## config.mk

```make
export PLATFORM = sky130hd
export DESIGN_NAME = change_dispenser
export DESIGN_NICKNAME = d
export VERILOG_FILES = /design/src/rtl/change_dispenser.sv
export SDC_FILE = /design/constraint.sdc
export NUM_CORES = 1
export LEC_CHECK = 0
export ABC_AREA = 1
export BUFFER_PORTS_ARGS = -buffer_cell sky130_fd_sc_hd__buf_2
export CORE_MARGIN = 3
export CORE_UTILIZATION = 55
export DETAILED_ROUTE_END_ITERATION = 10
export PLACE_DENSITY = 0.84
export SLEW_MARGIN = 20
export SYNTH_ARGS = -nofsm -noshare
export SYNTH_HDL_FRONTEND = slang
export SYNTH_SLANG_ARGS = --single-unit
```

## constraint.sdc

```tcl
create_clock -name clk -period 3.09 [get_ports clk]
set_input_delay 0.4635 -clock clk [delete_from_list [all_inputs] [get_ports clk]]
set_output_delay 0.4635 -clock clk [all_outputs]
set_load 0.1 [all_outputs]
```

## src/rtl/change_dispenser.sv

```systemverilog
// rtl/change_dispenser.sv - greedy $5/$2/$1 change dispenser FSM driving coin hoppers
// Optional ack timeout enabled by defining CHANGE_ACK_TIMEOUT_EN.
module change_dispenser #(
   parameter int PULSE_CYCLES = 4,
   parameter int ACK_TIMEOUT  = 1000
) (
   input  logic       clk,
   input  logic       rst,
   input  logic       req_valid,
   input  logic [7:0] req_amount,
   output logic       req_ready,
   input  logic [2:0] hop_empty,
   output logic [2:0] hop_fire,
   input  logic       hop_ack,
   output logic [7:0] remaining,
   output logic       busy,
   output logic       done,
   output logic       fault,
   output logic [1:0] fault_code
);

   typedef enum logic [2:0] {IDLE, SELECT, FIRE, WAIT_ACK, DONE, FAULT} state_t;

   localparam int PW = $clog2(PULSE_CYCLES + 1);
   localparam logic [PW-1:0] PULSE_LAST = PW'(PULSE_CYCLES - 1);

   if (PULSE_CYCLES < 1 || ACK_TIMEOUT < 1) begin : g_bad_param
      $error("change_dispenser: PULSE_CYCLES and ACK_TIMEOUT must be at least 1");
   end

   state_t        state, state_next;
   logic [7:0]    rem_next;
   logic [1:0]    code_next;
   logic [2:0]    sel, sel_next;
   logic [PW-1:0] pulse_cnt, pulse_next;
   logic [2:0]    d_val;

`ifdef CHANGE_ACK_TIMEOUT_EN
   localparam int TW = $clog2(ACK_TIMEOUT + 1);
   localparam logic [TW-1:0] TO_LAST = TW'(ACK_TIMEOUT - 1);
   logic [TW-1:0] to_cnt, to_next;
`endif

   // sel is one-hot in hop_fire bit order; d_val is its dollar value
   assign d_val     = sel[2] ? 3'd5 : (sel[1] ? 3'd2 : 3'd1);
   assign req_ready = (state == IDLE);
   assign busy      = (state != IDLE);
   assign done      = (state == DONE);
   assign fault     = (state == FAULT);
   assign hop_fire  = (state == FIRE) ? sel : 3'b000;

   always_ff @(posedge clk) begin
      if (rst) begin
         state      <= IDLE;
         remaining  <= '0;
         fault_code <= '0;
         sel        <= '0;
         pulse_cnt  <= '0;
`ifdef CHANGE_ACK_TIMEOUT_EN
         to_cnt     <= '0;
`endif
      end else begin
         state      <= state_next;
         remaining  <= rem_next;
         fault_code <= code_next;
         sel        <= sel_next;
         pulse_cnt  <= pulse_next;
`ifdef CHANGE_ACK_TIMEOUT_EN
         to_cnt     <= to_next;
`endif
      end
   end

   always_comb begin
      state_next = state;
      rem_next   = remaining;
      code_next  = fault_code;
      sel_next   = sel;
      pulse_next = pulse_cnt;
`ifdef CHANGE_ACK_TIMEOUT_EN
      to_next    = to_cnt;
`endif
      case (state)
         IDLE: begin
            if (req_valid) begin
               rem_next   = req_amount;
               code_next  = 2'd0;
               state_next = SELECT;
            end
         end
         SELECT: begin
            pulse_next = '0;
            // greedy pick, no backtracking: a dead end faults with the unpaid amount
            if (remaining == 8'd0) begin
               state_next = DONE;
            end else if (remaining >= 8'd5 && !hop_empty[2]) begin
               sel_next   = 3'b100;
               state_next = FIRE;
            end else if (remaining >= 8'd2 && !hop_empty[1]) begin
               sel_next   = 3'b010;
               state_next = FIRE;
            end else if (!hop_empty[0]) begin
               sel_next   = 3'b001;
               state_next = FIRE;
            end else begin
               code_next  = 2'd1;
               state_next = FAULT;
            end
         end
         FIRE: begin
            if (pulse_cnt == PULSE_LAST) begin
               pulse_next = '0;
               state_next = WAIT_ACK;
`ifdef CHANGE_ACK_TIMEOUT_EN
               to_next    = '0;
`endif
            end else begin
               pulse_next = pulse_cnt + 1'b1;
            end
         end
         WAIT_ACK: begin
            if (hop_ack) begin
               rem_next   = remaining - {5'd0, d_val};
               state_next = SELECT;
            end
`ifdef CHANGE_ACK_TIMEOUT_EN
            else if (to_cnt == TO_LAST) begin
               code_next  = 2'd2;
               state_next = FAULT;
            end else begin
               to_next = to_cnt + 1'b1;
            end
`endif
         end
         DONE:    state_next = IDLE;
         FAULT:   state_next = IDLE;
         default: state_next = IDLE;
      endcase
   end

endmodule
```

**After elaboration in Yosys (flattened, before gate mapping)**

Cells that the tools add are included.

- Bits in registers: 19
- Bits in latches: 0
- Bits in writable memories: 0
- Memory bits (read-only): 0
- Input port bits: 15
- Output and inout port bits: 17
- Word-level logic and storage cells: 63
- Memories kept: 0

- Add/subtract/negate cells: 2
- Multiply operators: 0
- Divide/modulo/power cells: 0
- $lt $le $gt $ge: 2
- Equality and inequality tests: 14
- Shift-type cells: 0
- Multiplexer cells: 25
- Bitwise gates (word level): 1
- Reduce and logical (&&, ||, !) cells: 14

Operators by type and width:

| operator | count |
|---|---|
| $mux 3 | 13 |
| $mux 8 | 2 |
| $pmux 8 s2 | 1 |
| $mux 2 | 6 |
| $ne 2x2->1 const B | 6 |
| $pmux 3 s4 | 1 |
| $eq 3x2->1 const B | 3 |
| $reduce_and 3->1 | 3 |
| $ge 8x2->1 const B | 1 |
| $ge 8x3->1 const B | 1 |
| $logic_not 8->1 | 1 |
| $sub 8x3->8 | 1 |
| $eq 3x3->1 const B | 2 |
| $pmux 3 s2 | 1 |
| $reduce_and 6->1 | 1 |
| $reduce_bool 2->1 | 3 |
| $pmux 2 s2 | 1 |
| $add 3x1->3 const B | 1 |
| $eq 3x1->1 const B | 1 |
| $logic_not 3->1 | 1 |
| $ne 3x1->1 const B | 1 |
| $reduce_bool 3->1 | 1 |
| $logic_and 1x1->1 | 2 |
| $logic_not 1->1 | 2 |
| 2 further kinds | 2 |

**Depth between registers and ports, before layout**

Gate-level depths: netlist of run 1.

- Depth in word-level cells: 6
- Gate-level depth with buffers: 12
- Depth with buffers taken out: 12

**Worst setup path before layout of run 1**

Ideal clock, no wire load.

- Path kind: reg-to-reg
- Start: register state[2]
- End: register state[0]
- Setup time: 0.131 ns
- Arrival: 3.059 ns
- Required time: 2.959 ns
- Slack: -0.100 ns
- Stages on the path, launching flop included: 7
- Buffers on the path: 0
- Period minus slack after synthesis: 3.190 ns
- Path through: dfxtp_1 > nor3_2 > inv_1 > o21ai_1 > nor2_1 > nand2_1 > a21oi_2

- Longest elaborated chain between the ends: 3
- Elaborated cells between the ends (all ways): 9
- Those cells by class: eq/ne (6); mux (1); reduce/logical (2)

Ends and longest elaborated chain:

| element | line | text |
|---|---|---|
| start, declared | 31 | `state_t state, state_next;` |
| start signal, assigned | 63 | `state <= state_next;` |
| $logic_not 3->1 * | n/a |  |
| net req_ready | 11 | `output logic req_ready,` |
| $ne 2x2->1 (no line) | n/a |  |
| $reduce_and 3->1 (no line) | n/a |  |

Mark *: on every way through the listed nets, which the timed path passes. The rest lies on a longest branch.
A chain may end at the register's enable or synchronous reset.

**Final worst setup path of run 1**

- Start: register sel[1]
- End: register remaining[6]

- Longest elaborated chain between the ends: 5

Ends and longest elaborated chain:

| element | line | text |
|---|---|---|
| start, declared | 34 | `logic [2:0] sel, sel_next;` |
| start signal, assigned | 66 | `sel <= sel_next;` |
| $mux 2 | 45 | `assign d_val = sel[2] ? 3'd5 : (sel[1] ? 3'd2 : 3'd1);` |
| $mux 3 | 45 |  |
| $sub 8x3->8 | 123 | `rem_next = remaining - {5'd0, d_val};` |
| $mux 8 | 122 | `if (hop_ack) begin` |
| $pmux 8 s2 | 83 | `case (state)` |
| end signal, assigned | 64 | `remaining <= rem_next;` |
| end, declared | 15 | `output logic [7:0] remaining,` |

Every way passes these cells. The select of a mux whose other input is x is not followed.

==> impl_summary.txt, run 1 <==
----------------------------------------------------
[Run status]
  Run status ... finished, final reports clean

[Clock tree]
  Sink count of the clock tree ... 18
  TritonCTS Buffers ... 3
  Buffers inserted by post-CTS timing repair ... 0
  H-tree Lvls ... 1
  Worst-case clock buffer depth ... 2
  Clock tree from TritonCTS ... yes
  Hold buffer count at cts ... 0
  Clock-pin slew reported for the worst setup and hold paths after clock tree synthesis ... 110 ps
  Clk Latency, worst-skew pair ... around 300 ps
  Buffer cell driving the clock tree root ... clkbuf_4
  Resized cells post-CTS ... 0

[Place]
  Total half-perimeter wirelength after legalization and detailed placement ... 2103 um
  Placer congestion estimate ... a little under 0.9
  Setup Slack @ Placement ... 964.2 ps
  Port Buffer Count ... 30
  Placed instance count ... 214

[GRT]
  GRT Max-Usage Layer ... met2
  Maximum number of pins on one net before global-route repair ... 14
  GR Overflow Total ... 0
  Overall Global Routing Usage ... 0.2161
  Met2 Track Usage GR ... 0.3970
  Wire length of the first global-routing pass ... 4347 um
  GRT met1 Usage ... 0.2631
  Initial antenna violation count ... 0
  GR Util met3 ... 0.05248
  Number of global-route vias before repair ... 1043

[STA]
  Worst-case hold slack ... 430.4 ps
  Unrepaired setup endpoints after global routing ... no
  Final-report setup violation count ... 0
  Time the final worst path needs with I/O delays and setup ... 2215 ps
  PnR worst setup slack ... between 800 and 900 ps
  Period utilization ... 0.7169
  Final Max Slew Viols ... 0
  Total negative slack for setup checks ... 0 ps
  Worst clock skew on the final layout ... 3.930 ps
  Number of hold-slack violations in the final timing report ... 0
  Maximum clock rate ... around 450 MHz

[Worst setup path]
  Worst Reg2Reg Path Length in Cells ... 11
  Arrival time worst endpoint ... 2450 ps
  Kind of end point of the critical path ... register
  Critical Path RT ... 3320 ps
  Largest fanout on the critical path ... 2
  Startpoint-to-endpoint class of the critical path ... reg -> reg
  Element type at the critical path start ... register

[Layout]
  Net total in the final layout ... 214
  Share of post-route cells with drive strength above 1 ... 0.2694
  Area of combinational cells with multiple inputs ... roughly 670 sq um
  Most common library cell in the layout ignoring fill and taps ... nand2_1
  Register Area ... around 360 sq um
  Commonest non-fill, non-tap cells in the layout ... nand2_1, buf_2, nor2_1, dfxtp_1, a21oi_1
  Number of fill cells in the layout ... around 160
  Diode count ... 0
  Post-route non-filler standard cell count ... 218
  Synthesis-to-finish area growth ... 18.51%

[Synth]
  Average footprint of a synthesized cell ... ~7 sq um
  Synth Warn # ... 0
  Ys async rst share ... 0
  Portion of the post-synthesis area used by sequential elements ... 0.3211
  Synth cell types ... 33
  Count of flip-flops with a built-in enable after synthesis ... 0
  Main flop type after synthesis ... dfxtp_1
  Syn nets ... 182
  Yosys reg bits ... 18
  Post-synthesis cell count ... roughly 160
  Post-Synthesis Cell Area ... 1122 sq um

[Route]
  Post-DR wirelength/cell ... 11.99 um
  Total number of vias ... ~1100
  Detailed-route wire length ... 2614 um
  DRC violation count after routing ... 0
  Number of iterations in the first detailed-routing pass ... 5
  Post-DRT Antenna Nets ... 0
  Iteration-0 DRC Markers ... 25
  Per-cell via count in the routed design ... 5.239

[Floorplanning]
  Die footprint ... 2618 sq um
  Number of rows created at floorplan ... 15
  Placeable core region ... around 1800 sq um
  Die X ... 51.17 um
  Initial standard-cell utilization of the core ... 0.6165
  Height of the die ... between 50 and 60 um
  I/O pin count ... 32

[Flow run]
  Max-cap check violation count ... 0

[Worst hold path]
  Worst min-delay path category ... in -> reg
  Number of instances on the worst hold path ... 3

----------------------------------------------------
-- synthesized netlist by cell type, types with 2 or more instances --
master | number | share of area
nor2_1 | 21 | 0.070
nand3_1 | 5 | 0.022
a21oi_1 | 17 | 0.076
o21ai_0 | 11 | 0.049
nor3_1 | 2 | 0.0089
nand3_2 | 3 | 0.027
inv_2 | 5 | 0.017
nand2_1 | 32 | 0.11
dfxtp_1 | 18 | 0.32
a21oi_2 | 3 | 0.023
a211oi_1 | 5 | 0.033
ha_1 | 4 | 0.045
inv_1 | 16 | 0.054
-- registers in the layout (all words and copies together), names as in the netlist --
register,flops
sel,3
pulse_cnt,3
fault_code,1
remaining,8
state,3
-- kinds of logic (layout without fill, tap and decap cells) --
family	Yosys count	in the layout	synth area share
AO/OA/AOI/OAI	42	42	0.2263
XOR/XNOR	2	2	0.01561
adder cells (fa/ha/maj)	5	5	0.06243
buffers and inverters	25	56	0.09030
flip-flops	18	18	0.3211
other	1	1	0.003341
AND/OR/NAND/NOR	69	69	0.2810
-- final timing paths --
| path | endpoint | slack, ps | start |
|---|---|---|---|
| worst max-delay path | remaining[6] | 870 | sel[1] |
| worst min-delay path | remaining[2] | 430 | req_amount[2] |
| worst max register to register | remaining[6] | 870 | sel[1] |
| worst min register to register | pulse_cnt[2] | 440 | pulse_cnt[2] |
-- worst max-delay path, stage by stage (launching register included) --
cell and delay, ps:
dfxtp_1 360, inv_1 60, nor2_1 200, inv_1 100, ha_1 220, fa_1 380, or2_2 320, nand2_1 100
nor2_1 60, a21oi_1 120, o21ai_0 100, a21oi_1 130
-- layer usage --
layer  wire length (um)  vias up
met4                 21        0
met1               1172      505
met3                155        4
li1                   -      598
met5                  0        -
met2               1265       35
-- area by class of cell --
cell class                      count  share of cell area
Timing Repair Buffer               30              0.1129
Multi-Input combinational cell    119              0.5014
Clock buffer                        4             0.02728
Tap cell                           25             0.02352
Inverter                           22             0.06397
Sequential cell                    18              0.2709
-- through the flow --
stage | cell area [sq um] | utilization
after CTS | 1330 | 0.7306
after global placement | 1294 | 0.7107
final | 1330 | 0.7306
after global routing | 1330 | 0.7306
after detailed placement | 1294 | 0.7107
after floorplan | 1129 | -
Power of run 1 is left out: the tool's default activity adds up to more than one toggle a clock period on the data nets, which glitch-free logic cannot reach.
==> run 2: changes to the inputs <==
- CORE_UTILIZATION: 55 -> 51
- PLACE_DENSITY: 0.84 -> 0.79
- clock period: 3.09 -> 2.3 ns (I/O delays scaled with it)
==> impl_summary.txt, run 2 (synthesized netlist as in run 1, its figures left out) <==
----------------------------------------------------
[Worst setup path]
  Startpoint-to-endpoint class of the critical path ... reg -> reg
  Worst Reg2Reg Path Length in Cells ... 11
  Crit path capture ... remaining[6]
  CP cell instances ... inv_1, nor2_2, inv_1, ha_1, fa_1, or2_2, nand2_1, nor2_1, a21oi_1, o21ai_0, a21oi_1
  Cell family with the largest share of critical-path delay ... simple AND/OR/NAND/NOR gates
  Largest fanout on the critical path ... 2
  Largest stage delay on the critical path ... 390 ps
  Element type at the critical path start ... register
  Startpoint of the most critical setup path ... sel[1]
  Number of gates on the worst path with buffers counted ... 11
  Kind of end point of the critical path ... register
  Arrival time worst endpoint ... between 2000 and 2500 ps
  CP bufs+invs ... 2
  Critical Path RT ... 2530 ps
  End of the worst register-to-register path ... remaining[6]
  Minimum setup slack among reg-to-reg paths ... 150 ps
  Critical-path cell with the highest stage delay ... fa_1
  Reg2Reg Launch Point ... sel[1]

[GRT]
  GR Overflow Total ... 0
  Overall Global Routing Usage ... 0.2254
  Initial antenna violation count ... 0
  Wire length of the first global-routing pass ... about 4700 um
  Number of global-route vias before repair ... 1138
  Maximum number of pins on one net before global-route repair ... 14

[Place]
  Port Buffer Count ... 30
  Placer congestion estimate ... 0.8501
  Total half-perimeter wirelength after legalization and detailed placement ... around 2200 um
  Setup Slack @ Placement ... approximately 150 ps

[STA]
  Final Max Slew Viols ... 0
  PnR worst setup slack ... roughly 150 ps
  Maximum clock rate ... 464.9 MHz
  Number of hold-slack violations in the final timing report ... 0
  Final-report setup violation count ... 0
  Time the final worst path needs with I/O delays and setup ... 2151 ps
  Period utilization ... 0.9353
  Worst-case hold slack ... 318.1 ps
  Worst clock skew on the final layout ... approximately 6.1 ps

[Layout]
  Diode count ... 0
  Synthesis-to-finish area growth ... 18.39%
  Share of post-route cells with drive strength above 1 ... 0.2865
  Share of the core filled with cells ... 0.6572
  Most common library cell in the layout ignoring fill and taps ... nand2_1
  Top reg by flops ... remaining
  Commonest non-fill, non-tap cells in the layout ... nand2_1, buf_2, nor2_1, a21oi_1
  Net total in the final layout ... around 210
  Max FFs per register ... 8
  Number of fill cells in the layout ... 203

[Clock tree]
  Clock tree from TritonCTS ... yes
  Buffer cell driving the clock tree root ... clkbuf_4
  Clock-pin slew reported for the worst setup and hold paths after clock tree synthesis ... ~100 ps
  TritonCTS Buffers ... 3
  Hold buffer count at cts ... 0
  Sink count of the clock tree ... 18
  Clk Latency, worst-skew pair ... 290 ps
  Worst-case clock buffer depth ... 2
  H-tree Lvls ... 1

[Floorplanning]
  Height of the die ... around 53 um
  Placeable core region ... 2022 sq um
  Number of rows created at floorplan ... 16
  Die X ... 52.91 um
  Die footprint ... 2799 sq um
  Initial standard-cell utilization of the core ... 0.5551
  I/O pin count ... 32

[Route]
  Post-DRT Antenna Nets ... 0
  Detailed-route wire length ... roughly 2800 um
  Number of iterations in the first detailed-routing pass ... 4
  Iteration-0 DRC Markers ... 37
  DRC violation count after routing ... 0
  Post-DR wirelength/cell ... 12.72 um
  Total number of vias ... 1181
  Per-cell via count in the routed design ... 5.393

[Worst hold path]
  Worst min-delay path category ... in -> reg

[Flow run]
  Max-cap check violation count ... 0

[Run status]
  Run status ... finished, final reports clean

----------------------------------------------------
[run 2: cell types whose count changed in the layout (fill, tap and decap cells not counted)]
cell and change:
dfxtp_1 -2, nor3_2 +1, nor2_1 -1, dfxtp_2 +2, nor3_1 -1, clkbuf_8 -1
nor2_2 +1
[run 2: worst min-delay path by stage]
stage / start / to / slack (ps) / depth (start not counted)
6_report: req_amount[4] / remaining[4] / 320 / 3
5_1_grt: req_amount[6] / remaining[6] / 350 / 3
4_1_cts: req_amount[4] / remaining[4] / 310 / 3
3_5_place_dp: pulse_cnt[2] / pulse_cnt[2] / 430 / 2
3_3_place_gp: pulse_cnt[2] / pulse_cnt[2] / 430 / 2
2_1_floorplan: pulse_cnt[2] / pulse_cnt[2] / 420 / 2
[run 2: layout make-up]
cell class                      count  area, sq um  area share
Tap cell                           27        33.78     0.02542
Clock buffer                        3        22.52     0.01695
Inverter                           22        85.08     0.06403
Sequential cell                    18        362.8      0.2731
Multi-Input combinational cell    119        674.4      0.5075
Timing Repair Buffer               30        150.1      0.1130
[run 2: metal layers]
metal	up-vias	part of all wire	global-route usage
li1	594	-	-
met1	535	0.41	0.2608
met2	48	0.50	0.4070
met3	4	0.071	0.02817
met4	0	0.012	0.1021
met5	-	0	0
[run 2: repair_timing]
item                       in CTS  in global routing
setup endpoints to repair       0                  2
resized for setup               0                  1
setup buffers                   0                  0
[run 2: stage by stage]
| step | cell area [sq um] | std cells | setup TNS (ps) |
|---|---|---|---|
| final | 1329 | 219 | 0 |
| after global routing | 1329 | 219 | -5.301 |
| after CTS | 1326 | 219 | 0 |
| after detailed placement | 1304 | 216 | 0 |
| after global placement | 1304 | 216 | 0 |
| after floorplan | 1136 | 162 | -451.3 |
[run 2: worst min-delay path: cells and delay by family]
family          cells  cell delay (ps)
compound gates      2              150
buf+inv             1               80
Power of run 2 is left out for the same reason.
